[config.mk]
export PLATFORM = sky130hd
export DESIGN_NAME = apb_payload_regs
export DESIGN_NICKNAME = d
export VERILOG_FILES = /design/src/rtl/apb_payload_regs.sv
export SDC_FILE = /design/constraint.sdc
export NUM_CORES = 1
export LEC_CHECK = 0
export ABC_AREA = 1
export BUFFER_PORTS_ARGS = -buffer_cell sky130_fd_sc_hd__buf_2
export CELL_PAD_IN_SITES_DETAIL_PLACEMENT = 0
export CELL_PAD_IN_SITES_GLOBAL_PLACEMENT = 1
export CORE_MARGIN = 3
export CORE_UTILIZATION = 25
export CTS_CLUSTER_SIZE = 25
export DETAILED_ROUTE_END_ITERATION = 10
export GPL_TIMING_DRIVEN = 0
export PLACE_DENSITY_LB_ADDON = 0.1
export SLEW_MARGIN = 10
export SYNTH_ARGS = -nofsm -noshare
export SYNTH_HDL_FRONTEND = slang
export SYNTH_SLANG_ARGS = --single-unit
[constraint.sdc]
create_clock -name pclk -period 2.6 [get_ports pclk]
set_clock_uncertainty 0.05 [all_clocks]
set_input_delay 0.52 -clock pclk [delete_from_list [all_inputs] [get_ports pclk]]
set_output_delay 0.52 -clock pclk [all_outputs]
set_load 0.005 [all_outputs]
[src/rtl/apb_payload_regs.sv]
// APB slave collecting a multi-word payload and byte count for the
// packet-transmit logic, locked until the consumer accepts it.
module apb_payload_regs #(
  parameter int DATA_WIDTH  = 8,
  parameter int NUM_PAYLOAD = 4,
  parameter int WAIT_STATES = 0,
  parameter int ADDR_WIDTH  = 8,
  localparam int SIZE_W =
    $clog2(NUM_PAYLOAD * DATA_WIDTH / 8 + 1)
) (
  input  logic                              pclk,
  input  logic                              preset_n,
  input  logic                              psel,
  input  logic                              penable,
  input  logic                              pwrite,
  input  logic [ADDR_WIDTH-1:0]             paddr,
  input  logic [DATA_WIDTH-1:0]             pwdata,
  input  logic [DATA_WIDTH/8-1:0]           pstrb,
  output logic [DATA_WIDTH-1:0]             prdata,
  output logic                              pready,
  output logic                              pslverr,
  output logic [NUM_PAYLOAD*DATA_WIDTH-1:0] payload,
  output logic [SIZE_W-1:0]                 data_size,
  output logic                              payload_valid,
  input  logic                              payload_ready
);

  localparam int NB   = DATA_WIDTH / 8;
  localparam int MAXB = NUM_PAYLOAD * NB;
  localparam int IW   = ADDR_WIDTH - 2;

  localparam logic [IW-1:0] SIZE_IDX = IW'(NUM_PAYLOAD);
  localparam logic [IW-1:0] STAT_IDX = IW'(NUM_PAYLOAD + 1);
  localparam logic [1:0]    WS       = 2'(WAIT_STATES);
  localparam logic [DATA_WIDTH-1:0] MAXV = DATA_WIDTH'(MAXB);

  typedef enum logic {
    IDLE,
    ACCESS
  } state_t;

  state_t                state;
  logic [1:0]            wcnt;
  logic [DATA_WIDTH-1:0] pay_q [NUM_PAYLOAD];
  logic [SIZE_W-1:0]     size_q;
  logic                  valid_q;

  logic [IW-1:0]         idx;
  logic                  is_pay;
  logic                  is_size;
  logic                  is_stat;
  logic                  size_big;
  logic                  err;
  logic                  wr_en;
  logic [DATA_WIDTH-1:0] rdata;

  assign idx      = paddr[ADDR_WIDTH-1:2];
  assign is_pay   = idx < SIZE_IDX;
  assign is_size  = idx == SIZE_IDX;
  assign is_stat  = idx == STAT_IDX;
  assign size_big = pwdata > MAXV;

  always_ff @(posedge pclk or negedge preset_n) begin
    if (!preset_n) begin
      state <= IDLE;
      wcnt  <= '0;
    end else begin
      case (state)
        IDLE: begin
          if (psel && !penable) begin
            state <= ACCESS;
            wcnt  <= WS;
          end
        end
        ACCESS: begin
          if (!psel) begin
            state <= IDLE;
          end else if (!penable) begin
            wcnt <= WS;
          end else if (wcnt != 2'd0) begin
            wcnt <= wcnt - 2'd1;
          end else begin
            state <= IDLE;
          end
        end
        default: state <= IDLE;
      endcase
    end
  end

  assign pready = (state == ACCESS) && psel &&
                  penable && (wcnt == 2'd0);

  // Lock check uses the registered valid, so a write landing on the
  // handshake edge still errors.
  always_comb begin
    err = 1'b0;
    if (!(is_pay || is_size || is_stat))
      err = 1'b1;
    if (pwrite && is_stat)
      err = 1'b1;
    if (pwrite && (is_pay || is_size) && valid_q)
      err = 1'b1;
    if (pwrite && is_size && size_big)
      err = 1'b1;
  end

  assign pslverr = pready && err;
  assign wr_en   = pready && pwrite && !err;

  always_comb begin
    rdata = '0;
    unique case (1'b1)
      is_stat: rdata = DATA_WIDTH'(valid_q);
      is_size: rdata = DATA_WIDTH'(size_q);
      is_pay: begin
        for (int i = 0; i < NUM_PAYLOAD; i++) begin
          if (idx == IW'(i))
            rdata = pay_q[i];
        end
      end
      default: rdata = '0;
    endcase
  end

  assign prdata = (pready && !pwrite) ? rdata : '0;

  always_ff @(posedge pclk or negedge preset_n) begin
    if (!preset_n) begin
      for (int i = 0; i < NUM_PAYLOAD; i++)
        pay_q[i] <= '0;
    end else if (wr_en && is_pay) begin
      for (int i = 0; i < NUM_PAYLOAD; i++) begin
        if (idx == IW'(i)) begin
          for (int b = 0; b < NB; b++) begin
            if (pstrb[b])
              pay_q[i][b*8 +: 8] <= pwdata[b*8 +: 8];
          end
        end
      end
    end
  end

  always_ff @(posedge pclk or negedge preset_n) begin
    if (!preset_n) begin
      size_q  <= '0;
      valid_q <= 1'b0;
    end else if (wr_en && is_size) begin
      size_q  <= pwdata[SIZE_W-1:0];
      valid_q <= 1'b1;
    end else if (valid_q && payload_ready) begin
      valid_q <= 1'b0;
    end
  end

  for (genvar g = 0; g < NUM_PAYLOAD; g++) begin : g_pay
    assign payload[g*DATA_WIDTH +: DATA_WIDTH] = pay_q[g];
  end

  assign data_size     = size_q;
  assign payload_valid = valid_q;

endmodule

==> summary.md <==
| Metric | Value |
|---|---|
| WP data arrival | between 1.5 and 2 ns |
| Slew Viols, Final | 0 |
| Initial Utilization | 0.2618 |
| Compound-Gate Fraction of Synth Area | 0.06246 |
| Avg WL per Cell | 16.01 um |
| Root buffer selected by CTS | clkbuf_8 |
| Synth cell types | 29 |
| H-tree Lvls | 2 |
| Post-synthesis area per instance | about 8.0 um^2 |
| WP data required | 2.03 ns |
| Syn Std Cell Area | 2183 um^2 |
| DRT iter0 DRCs | 81 |
| Final Non-Filler Cells | 455 |
| Syn_nets | 296 |
| Post-synthesis mux area share | 0 |
| Area Overhead vs Synth | 30.43% |
| First-pass GRT wire length | about 12000 um |
| Drt pass-1 iters | 4 |
| Core Area | about 8300 um^2 |
| RSZ-0062 raised after global routing | yes |
| Worst slew pin tran | 0.9356 ns |
| Critical Path End Type | primary output |
| Leakage power | 1.643 nW |
| Setup TNS | 0 ns |
| Clock period minus worst slack | 2.535 ns |
| Critical path's slowest cell | nor2_2 |
| Detail Route Antenna Nets | 0 |
| Initial antenna violation count | 0 |
| GRT Overall Usage | 0.1486 |
| Outcome | complete, no violations |
| Filler cell count | 952 |
| Die area | 9890 um^2 |
| # hold bufs at CTS | 0 |
| Setup CP Type | input port to primary output |
| PortBufs | 65 |
| Simple-gate share of the synthesized area | 0.4034 |
| Vias in the first global route | 2127 |
| Layout Cell Area excl Fill | 2848 um^2 |
| Total Nets Final | 373 |
| Crit-path max cell delay | 0.29 ns |
| VDD IR-drop max | 140.5 uV |
| Worst-path fanout max | 10 |
| Highest clock rate | 394.4 MHz |
| Clock transition at path regs | 0.08 ns |
| Number of setup violations in the final report | 0 |
| Total power | 1.112 mW |
| DRC violations left | 0 |
| Final HPWL DP | 5602 um |
| Fin. Hold Viols | 0 |
| Total number of yosys warnings | 0 |
| GPL Wtd Cong | a little under 0.8 |
| Clk_lat worst skew | slightly below 0.3 ns |
| Hold crit path type | input port to async pin |
| Largest net degree at the start of global routing | 40 |
| PwrDens | 390.4 nW/um^2 |
| CTS Buffer Depth | 2 |
| Number of synthesized register bits | 39 |
| Max-slew headroom | 0.3762 |
| Placed instance area | 2640 um^2 |
| Die height | 99.45 um |
| Total wire length | 7284 um |
| Antenna fix cells | 0 |
| Max-Cap Viols | 0 |
| Tcrit/Tclk final | 0.9751 |
| CTS Sinks | 39 |
| Post-synthesis xor/xnor area fraction | 0 |
| Post-Synth Adder-Cell Area | 0.005731 |
| Clock tree from TritonCTS | yes |
| Cell repeated most along the worst path | buf_2 |
| Number of CTS-inserted buffers | 5 |
| Setup crit start kind | input port |
| Row count | 33 |
| IO Count | 69 |
| Cells after DPL | 442 |
| Largest family of logic cells by synthesized area | simple AND/OR/NAND/NOR gates |
| Grt ovf | 0 |
| Via density | roughly 4.7 |
| Vias | 2152 |
| Cell Chain, Critical Path | buf_2 > inv_2 > nor2_2 > nand2_1 > nor2_2 > buf_2 > a22oi_1 > a31oi_1 > buf_2 |
| Die width | 99.45 um |
| Sequential area share after synthesis | 0.4470 |
| Mapped Cells | 272 |
| Layout cells sized above 1 | 0.3400 |
[per-stage QoR]
step           setup WS (ns)  hold WS, ns  utilization
6_report             0.06471       0.3256       0.3414
5_1_grt             -0.03986       0.3796       0.3414
3_3_place_gp         -0.1622       0.4311       0.3165
3_5_place_dp         -0.1633       0.4337       0.3165
2_1_floorplan         0.4995       0.1744            -
4_1_cts             0.004536       0.3449       0.3324
[layout make-up]
type	count	area (um^2)	share of cell area
Clock buffer	7	76.32	0.02680
Multi-Input combinational cell	199	1119	0.3928
Clock inverter	1	5.005	0.001757
Buffer	11	88.84	0.03120
Timing Repair Buffer	70	362.8	0.1274
Sequential cell	39	975.9	0.3427
Inverter	23	88.84	0.03120
Tap cell	105	131.4	0.04613
[state kept, by name, indices dropped and copies added (netlist names)]
register and flops:
payload_valid 1, state 1, payload 32, data_size 3
wcnt 2
[kinds of logic after synthesis]
family                     count (synthesis)
buffers and inverters                     34
and+or+nand+nor                          176
adders and majority gates                  1
DFF                                       39
AOI/OAI and AO/OA                         22
[final timing paths]
check                                              from                   endpoint  slack, ns  cells past startpoint
worst max-delay path                           paddr[2]                  prdata[6]       0.06                      9
worst min-delay path                           preset_n     payload[7]$_DFFE_PN0P_       0.33                      1
worst max register to register      wcnt[0]$_DFFE_PN0P_     payload[0]$_DFFE_PN0P_       0.59                     12
worst min register to register  payload[27]$_DFFE_PN0P_    payload[27]$_DFFE_PN0P_       0.45                      2
max in group asynchronous                      preset_n    payload[31]$_DFFE_PN0P_       1.60                      1
min in group pclk                         payload_ready  payload_valid$_DFFE_PN0P_       0.36                      2
[cells in the final DEF (no fill, tap or decap), types with 5 or more instances in the layout]
cell      Yosys  final
nand2_1     102    101
buf_2         5     70
dfrtp_1      39     39
nand4_1      33     33
inv_1        19     16
nand3_1      11     10
nor2_1       10      8
o21ai_0       8      8
buf_4         2      7
inv_2         3      6
clkbuf_8      0      5
[where the power goes]
part	switching, mW	internal (mW)	total, mW	leakage, nW
clock	0.216	0.189	0.404	0.0422
combinational	0.0720	0.0268	0.0988	1.06
sequential	0.00103	0.607	0.608	0.544
[cells in the mapped netlist]
master	count	share of area
ha_1	1	0.0057
nor3_4	1	0.0075
a31oi_1	4	0.011
buf_8	3	0.021
a21oi_1	2	0.0046
nor3_1	4	0.0092
o221ai_1	1	0.0040
nor2_1	10	0.017
nand4_2	4	0.023
o22ai_1	1	0.0029
a221oi_1	1	0.0040
o21bai_1	1	0.0034
inv_1	19	0.033
nor2_2	4	0.011
inv_2	3	0.0052
nand3_2	3	0.014
nand3_1	11	0.025
nor2_8	2	0.018
nand4_1	33	0.095
nor2_4	1	0.0052
a22oi_1	4	0.014
nand2_1	102	0.18
nand2_2	1	0.0029
buf_4	2	0.0069
clkbuf_1	1	0.0017
o21ai_0	8	0.018
inv_4	1	0.0029
buf_2	5	0.011
dfrtp_1	39	0.45
[repair_timing]
action / CTS / global route
endpoints found under the hold margin: 0 / 0
resized for setup: 9 / 11
endpoints found under the setup margin: 7 / 6
pin swaps: 1 / 4
buffers inserted: 1 / 4
cloned: 0 / 0
[per-layer routing]
| metal | GRT usage | part of all wire |
|---|---|---|
| met1 | 0.2091 | 0.49 |
| met2 | 0.2412 | 0.47 |
| met3 | 0.02384 | 0.034 |
| met4 | 0.03151 | 0.0040 |
| met5 | 0 | 0 |
[critical path, delay by kind of cell]
kind	cells	cell delay (ns)
buf+inv	4	0.66
simple gates	3	0.51
compound gates	2	0.28
Power figures use the tool's default switching activity.
